### src/rtl/player_lane_animator_pkg.sv
// Constants and types shared by the keyboard stage, the lane animator and the sprite renderer.
// Lane geometry, game-state encodings, the lane-motion FSM encoding and a lane-legality helper.
package player_lane_animator_pkg;

    localparam logic [2:0] ST_TITLE = 3'b000;
    localparam logic [2:0] ST_PLAY  = 3'b001;

    localparam int X_W        = 10;
    localparam int LANE_PITCH = 136;
    localparam int X_MAX      = 4 * LANE_PITCH;
    localparam int STEP_PX    = 8;

    // One guard bit above the screen coordinate so step arithmetic cannot wrap.
    localparam logic [X_W:0] STEP_W = STEP_PX[X_W:0];

    typedef enum logic [1:0] {
        IDLE   = 2'd0,
        MOVE_R = 2'd1,
        MOVE_L = 2'd2
    } mv_state_e;

    function automatic logic is_lane_x(input logic [X_W-1:0] x);
        logic hit;
        hit = 1'b0;
        for (int k = 0; k * LANE_PITCH <= X_MAX; k++) begin
            if (int'(x) == k * LANE_PITCH) hit = 1'b1;
        end
        return hit;
    endfunction

endpackage

### src/rtl/player_lane_animator_if.sv
// Lane request in, sprite position/status out; purely level signals with no handshake.
// The master side is the game controller/bench, the slave side is the animator.
interface player_lane_animator_if;
    import player_lane_animator_pkg::*;

    logic [X_W-1:0] target_x;
    logic [2:0]     state;
    logic [X_W-1:0] pos_x;
    logic           moving;
    logic           facing;
    logic [1:0]     walk_frame;
    logic           arrive;

    modport master (
        output target_x, state,
        input  pos_x, moving, facing, walk_frame, arrive
    );

    modport slave (
        input  target_x, state,
        output pos_x, moving, facing, walk_frame, arrive
    );

endinterface

### src/rtl/player_lane_animator_tick_divider.sv
// Free-running divider: one-cycle tick every TICK_DIV enabled cycles; clr zeroes it, !en holds it.
// Tick is combinational from the count register; no backpressure.
module player_lane_animator_tick_divider #(
    parameter int TICK_DIV = 1_666_667
) (
    input  logic clk,
    input  logic rst,
    input  logic en,
    input  logic clr,
    output logic tick
);
    localparam int CW = (TICK_DIV > 1) ? $clog2(TICK_DIV) : 1;
    localparam logic [CW-1:0] CNT_LAST = CW'(TICK_DIV - 1);

    logic [CW-1:0] cnt_q, cnt_d;

    always_comb begin
        cnt_d = cnt_q;
        tick  = 1'b0;
        if (clr) begin
            cnt_d = '0;
        end else if (en) begin
            if (cnt_q == CNT_LAST) begin
                cnt_d = '0;
                tick  = 1'b1;
            end else begin
                cnt_d = cnt_q + CW'(1);
            end
        end
    end

    always_ff @(posedge clk or negedge rst) begin
        if (!rst) cnt_q <= '0;
        else      cnt_q <= cnt_d;
    end

endmodule

### src/rtl/player_lane_animator.sv
// Slides the player sprite toward the latched lane at STEP_PX per motion tick; drives facing/walk/arrive.
// Target latched 1 cycle after it appears, motion on the next tick; outputs are registered, no backpressure.
module player_lane_animator
    import player_lane_animator_pkg::*;
#(
    parameter int TICK_DIV = 1_666_667,
    parameter int ANIM_DIV = 4
) (
    input logic                   clk,
    input logic                   rst,
    player_lane_animator_if.slave bus
);
    localparam int AW = (ANIM_DIV > 1) ? $clog2(ANIM_DIV) : 1;
    localparam logic [AW-1:0] ANIM_LAST = AW'(ANIM_DIV - 1);

    logic in_title;
    logic in_play;
    logic tick;

    assign in_title = (bus.state == ST_TITLE);
    assign in_play  = (bus.state == ST_PLAY);

    player_lane_animator_tick_divider #(
        .TICK_DIV(TICK_DIV)
    ) u_tick (
        .clk (clk),
        .rst (rst),
        .en  (in_play),
        .clr (in_title),
        .tick(tick)
    );

    mv_state_e      fsm_q, fsm_d;
    logic [X_W-1:0] pos_q, pos_d;
    logic [X_W-1:0] tgt_q, tgt_d;
    logic           facing_q, facing_d;
    logic           arrive_q, arrive_d;
    logic [1:0]     frame_q, frame_d;
    logic [AW-1:0]  anim_q, anim_d;

    logic [X_W:0] pos_w;
    logic [X_W:0] tgt_w;
    logic [X_W:0] up_w;

    assign pos_w = {1'b0, pos_q};
    assign tgt_w = {1'b0, tgt_q};
    assign up_w  = pos_w + STEP_W;

    always_comb begin
        fsm_d    = fsm_q;
        pos_d    = pos_q;
        tgt_d    = tgt_q;
        facing_d = facing_q;
        arrive_d = 1'b0;
        frame_d  = frame_q;
        anim_d   = anim_q;

        if (in_title) begin
            fsm_d    = IDLE;
            pos_d    = '0;
            tgt_d    = '0;
            facing_d = 1'b1;
            frame_d  = '0;
            anim_d   = '0;
        end else if (in_play) begin
            if (is_lane_x(bus.target_x)) tgt_d = bus.target_x;

            // Direction comes straight from the current target so a retarget reverses on the very next tick.
            if (tgt_q > pos_q)      fsm_d = MOVE_R;
            else if (tgt_q < pos_q) fsm_d = MOVE_L;
            else                    fsm_d = IDLE;

            unique case (fsm_d)
                MOVE_R: begin
                    facing_d = 1'b1;
                    if (tick) begin
                        if (up_w >= tgt_w) pos_d = tgt_q;
                        else               pos_d = up_w[X_W-1:0];
                    end
                end
                MOVE_L: begin
                    facing_d = 1'b0;
                    if (tick) begin
                        if (pos_w < tgt_w + STEP_W) pos_d = tgt_q;
                        else                        pos_d = pos_q - STEP_W[X_W-1:0];
                    end
                end
                default: begin
                    frame_d = '0;
                    anim_d  = '0;
                end
            endcase

            if (fsm_d != IDLE && tick) begin
                arrive_d = (pos_d == tgt_q);
                if (anim_q == ANIM_LAST) begin
                    anim_d  = '0;
                    frame_d = frame_q + 2'd1;
                end else begin
                    anim_d = anim_q + AW'(1);
                end
            end
        end
    end

    always_ff @(posedge clk or negedge rst) begin
        if (!rst) begin
            fsm_q    <= IDLE;
            pos_q    <= '0;
            tgt_q    <= '0;
            facing_q <= 1'b1;
            arrive_q <= 1'b0;
            frame_q  <= '0;
            anim_q   <= '0;
        end else begin
            fsm_q    <= fsm_d;
            pos_q    <= pos_d;
            tgt_q    <= tgt_d;
            facing_q <= facing_d;
            arrive_q <= arrive_d;
            frame_q  <= frame_d;
            anim_q   <= anim_d;
        end
    end

    assign bus.pos_x      = pos_q;
    assign bus.moving     = (pos_q != tgt_q);
    assign bus.facing     = facing_q;
    assign bus.walk_frame = frame_q;
    assign bus.arrive     = arrive_q;

endmodule

### src/flat_wrapper.sv
// flat-port wrapper written by rule: the top's interface ports become plain ports
module player_lane_animator_flat import player_lane_animator_pkg::*;
#(
    parameter int TICK_DIV = 1_666_667,
    parameter int ANIM_DIV = 4
)
  (clk, rst, bus_target_x, bus_state, bus_pos_x, bus_moving, bus_facing, bus_walk_frame, bus_arrive);
  player_lane_animator_if bus_i ();
  input logic clk;
  input logic rst;
  input wire logic [$bits(bus_i.target_x)-1:0] bus_target_x;
  input wire logic [$bits(bus_i.state)-1:0] bus_state;
  output wire logic [$bits(bus_i.pos_x)-1:0] bus_pos_x;
  output wire logic [$bits(bus_i.moving)-1:0] bus_moving;
  output wire logic [$bits(bus_i.facing)-1:0] bus_facing;
  output wire logic [$bits(bus_i.walk_frame)-1:0] bus_walk_frame;
  output wire logic [$bits(bus_i.arrive)-1:0] bus_arrive;
  assign bus_i.target_x = bus_target_x;
  assign bus_i.state = bus_state;
  assign bus_pos_x = bus_i.pos_x;
  assign bus_moving = bus_i.moving;
  assign bus_facing = bus_i.facing;
  assign bus_walk_frame = bus_i.walk_frame;
  assign bus_arrive = bus_i.arrive;
  player_lane_animator #(.TICK_DIV(TICK_DIV), .ANIM_DIV(ANIM_DIV)) u_core (.clk(clk), .rst(rst), .bus(bus_i));
endmodule
### config.mk
export PLATFORM = sky130hd
export DESIGN_NAME = player_lane_animator_flat
export DESIGN_NICKNAME = d
export VERILOG_FILES = /design/src/rtl/player_lane_animator_pkg.sv /design/src/rtl/player_lane_animator_if.sv /design/src/rtl/player_lane_animator_tick_divider.sv /design/src/rtl/player_lane_animator.sv /design/src/flat_wrapper.sv
export SDC_FILE = /design/constraint.sdc
export NUM_CORES = 1
export LEC_CHECK = 0
export BUFFER_PORTS_ARGS = -buffer_cell sky130_fd_sc_hd__buf_2
export CORE_MARGIN = 2
export CORE_UTILIZATION = 55
export DETAILED_ROUTE_END_ITERATION = 12
export GPL_TIMING_DRIVEN = 0
export PLACE_DENSITY = 0.78
export SYNTH_ARGS = -nofsm -noshare
export SYNTH_HDL_FRONTEND = slang
export SYNTH_SLANG_ARGS = --single-unit
### constraint.sdc
create_clock -name clk -period 4.1 [get_ports clk]
set_input_delay 0.205 -clock clk [delete_from_list [all_inputs] [get_ports clk]]
set_output_delay 0.205 -clock clk [all_outputs]
set_load 0.01 [all_outputs]
==> summary.md <==
| Metric | Value |
|---|---|
| Top cells by area, synth | `dfrtp_1, ha_1, o21ai_0` |
| First DRT Iteration DRCs | `444` |
| Total CTS buffers | `5` |
| Number of instances in the synthesized netlist | `449` |
| Root buffer cell | `clkbuf_8` |
| Worst-skew pair later-pin latency | `310 ps` |
| Reg-to-Reg Start | `u_core.bus.pos_x[3]` |
| Max Cap Violations | `0` |
| Worst Tran Pin Value | `1080 ps` |
| Worst r2r path cells | `12` |
| # hold bufs at CTS | `0` |
| Vias in the first global route | `3414` |
| Placed insts | `555` |
| GRT Total Usage | `28.4%` |
| R2R Path End | `u_core.bus.arrive` |
| Outcome | `finished, final reports clean` |
| # DRC | `0` |
| Worst setup EP type | `flop` |
| Yosys top cell by area | `dfrtp_1` |
| GPL Wtd Cong | `0.994` |
| Initial Util | `57.6%` |
| Unique masters post-synth | `56` |
| Global-route wire length before repair | `16600 um` |
| Most frequent cell after synthesis | `nand2_1` |
| Final HPWL from detailed placement | `7490 um` |
| Worst Hold Margin | `89.2 ps` |
| Rows | `29` |
| Largest net degree at the start of global routing | `48` |
| DP Area | `3970 um^2` |
| Final instance area | `4120 um^2` |
| Startpoint types | `flop` |
| Share of cells above drive strength 1 | `13.0%` |
| Synth warn | `0` |
| Slew HR | `28.3%` |
| Post-route clock period utilization | `97.4%` |
| DIE AREA | `7440 um^2` |
| Leak | `1.81 nW` |
| Crit path to | `u_core.bus.arrive` |
| CP required | `4290 ps` |
| H-tree Lvls | `2` |
| Die width | `86.2 um` |
| Async set-reset flop share out of synthesis | `100%` |
| Via count | `3626` |
| Fin. max-slew vios | `0` |
| Routed WL | `10100 um` |
| Final Hold Fails | `0` |
| Nets | `533` |
| Reg2reg setup slack | `110 ps` |
| Non-filler cells, final | `562` |
| Post-route minimum period | `3990 ps` |
| Commonest cells in the netlist | `nand2_1, dfrtp_1, o21ai_0` |
| Worst hold path type | `in -> async` |
| Post-synth EDFFs | `0` |
| CTS sink cnt | `47` |
| Ports | `30` |
| CP max FO | `11` |
| Die height | `86.2 um` |
| Clock Skew | `6.64 ps` |
| CP startpoint | `u_core.bus.pos_x[3]` |
| Antenna-violating nets left | `0` |
| Drt pass-1 iters | `5` |
| Synth Register Bits | `47` |
| Max IR drop VDD | `144 uV` |
| Clock tree from TritonCTS | `built` |
| Area growth syn-to-layout | `10.7%` |
| Yosys top cell area share | `30.9%` |
| Initial antenna violation count | `0` |
| Clk slew on worst S/H paths | `90 ps` |
| Seq/Total Area, Yosys | `31.7%` |
| Syn nets | `497` |
| Most used DFF post-synth | `dfrtp_1` |
| Routed len/inst | `18.0 um` |
| Pwr Density | `261 nW/um^2` |
| Drt via density | `6.45` |
| Grt total ovfl | `0` |
| Diode count | `0` |
| Kind of critical path | `reg -> reg` |
| Syn Area/Cell | `8.28 um^2` |
| CP arrival | `4190 ps` |
| Fmax | `0.250 GHz` |
| Mapped Area | `3720 um^2` |
| Clock Path Buffers | `2` |
| Buffers on Ports | `29` |
| # setup viols final | `0` |
| Core area | `6460 um^2` |
| Setup TNS | `0 ps` |
kinds of logic after synthesis:
| family | count (synthesis) | share of synthesized area (%) |
|---|---|---|
| and+or+nand+nor | 163 | 21.6 |
| AOI/OAI and AO/OA | 125 | 22.3 |
| adders and majority gates | 33 | 11.1 |
| muxes | 13 | 3.53 |
| DFF | 47 | 31.7 |
| xor gates and xnor gates | 21 | 4.94 |
| buffers and inverters | 47 | 4.81 |
report_power, final:
group	internal (mW)	total (mW)	switching [mW]
Combinational	0.104	0.269	0.165
Clock	0.136	0.303	0.167
Sequential	0.479	0.504	0.0253
Total	0.718	1.08	0.358
worst min path at each step:
stage,endpoint,cells after the start,startpoint
2_1_floorplan,u_core.anim_q[0],0,rst
3_5_place_dp,u_core.bus.pos_x[7],1,rst
6_report,u_core.bus.pos_x[7],1,rst
3_3_place_gp,u_core.u_tick.cnt_q[20],1,u_core.u_tick.cnt_q[20]
4_1_cts,u_core.bus.pos_x[7],1,rst
5_1_grt,u_core.bus.pos_x[7],1,rst
cells in the final DEF, fill, tap and decap left out, drive strengths merged, types with 13 or more instances in the layout:
master / instances
nand2: 53
xnor2: 13
buf: 35
inv: 31
nand3: 17
clkbuf: 17
a21oi: 26
ha: 33
dfrtp: 46
o21ai: 42
nor2: 34
sequential cells by signal (all words and copies together), names as in the netlist:
name                   flops
u_core.u_tick.cnt_q       21
u_core.bus.pos_x          10
u_core.tgt_q              10
u_core.anim_q              2
u_core.bus.walk_frame      2
u_core.bus.arrive          1
u_core.bus.facing          1
layer usage:
metal | GRT usage [%] | part of all wire (%) | up-vias
li1 | - | - | 1718
met2 | 44.3 | 46 | 169
met3 | 4.38 | 7.6 | 30
met1 | 41.5 | 44 | 1709
met4 | 7.81 | 2.4 | 0
met5 | 0 | 0 | -
metrics by stage:
| stage | util, % | total power, mW | setup slack [ps] |
|---|---|---|---|
| after floorplan | - | 0.680 | 465 |
| after global placement | 61.3 | 0.755 | -674 |
| after detailed placement | 61.4 | 0.764 | -491 |
| after CTS | 63.2 | 1.07 | 4.09 |
| after global routing | 63.8 | 1.13 | -5.05 |
| final | 63.8 | 1.08 | 107 |
worst max-delay path, cell delays in order (launching register included):
cell and delay (ps):
dfrtp_1 620, inv_1 240, ha_1 400, nand2b_1 210, or3_1 430, o221a_2 390
o21ai_0 140, clkbuf_2 280, o221ai_2 140, a211oi_2 250, o211ai_1 120, a2111o_1 410
a211oi_1 260
area by class of cell:
| type | instances | area [um^2] |
|---|---|---|
| Buffer | 13 | 55.1 |
| Clock buffer | 6 | 82.6 |
| Clock inverter | 1 | 8.76 |
| Fill cell | 569 | 2340 |
| Inverter | 30 | 113 |
| Multi-Input combinational cell | 355 | 2410 |
| Sequential cell | 47 | 1180 |
| Tap cell | 77 | 96.3 |
| Timing Repair Buffer | 33 | 175 |
repair_timing:
item | in CTS | in global routing
pin swaps | 1 | 2
gates resized for setup | 2 | 12
setup buffers | 2 | 2
endpoints found under the setup margin | 2 | 5
(Power assumes the default switching activity.)
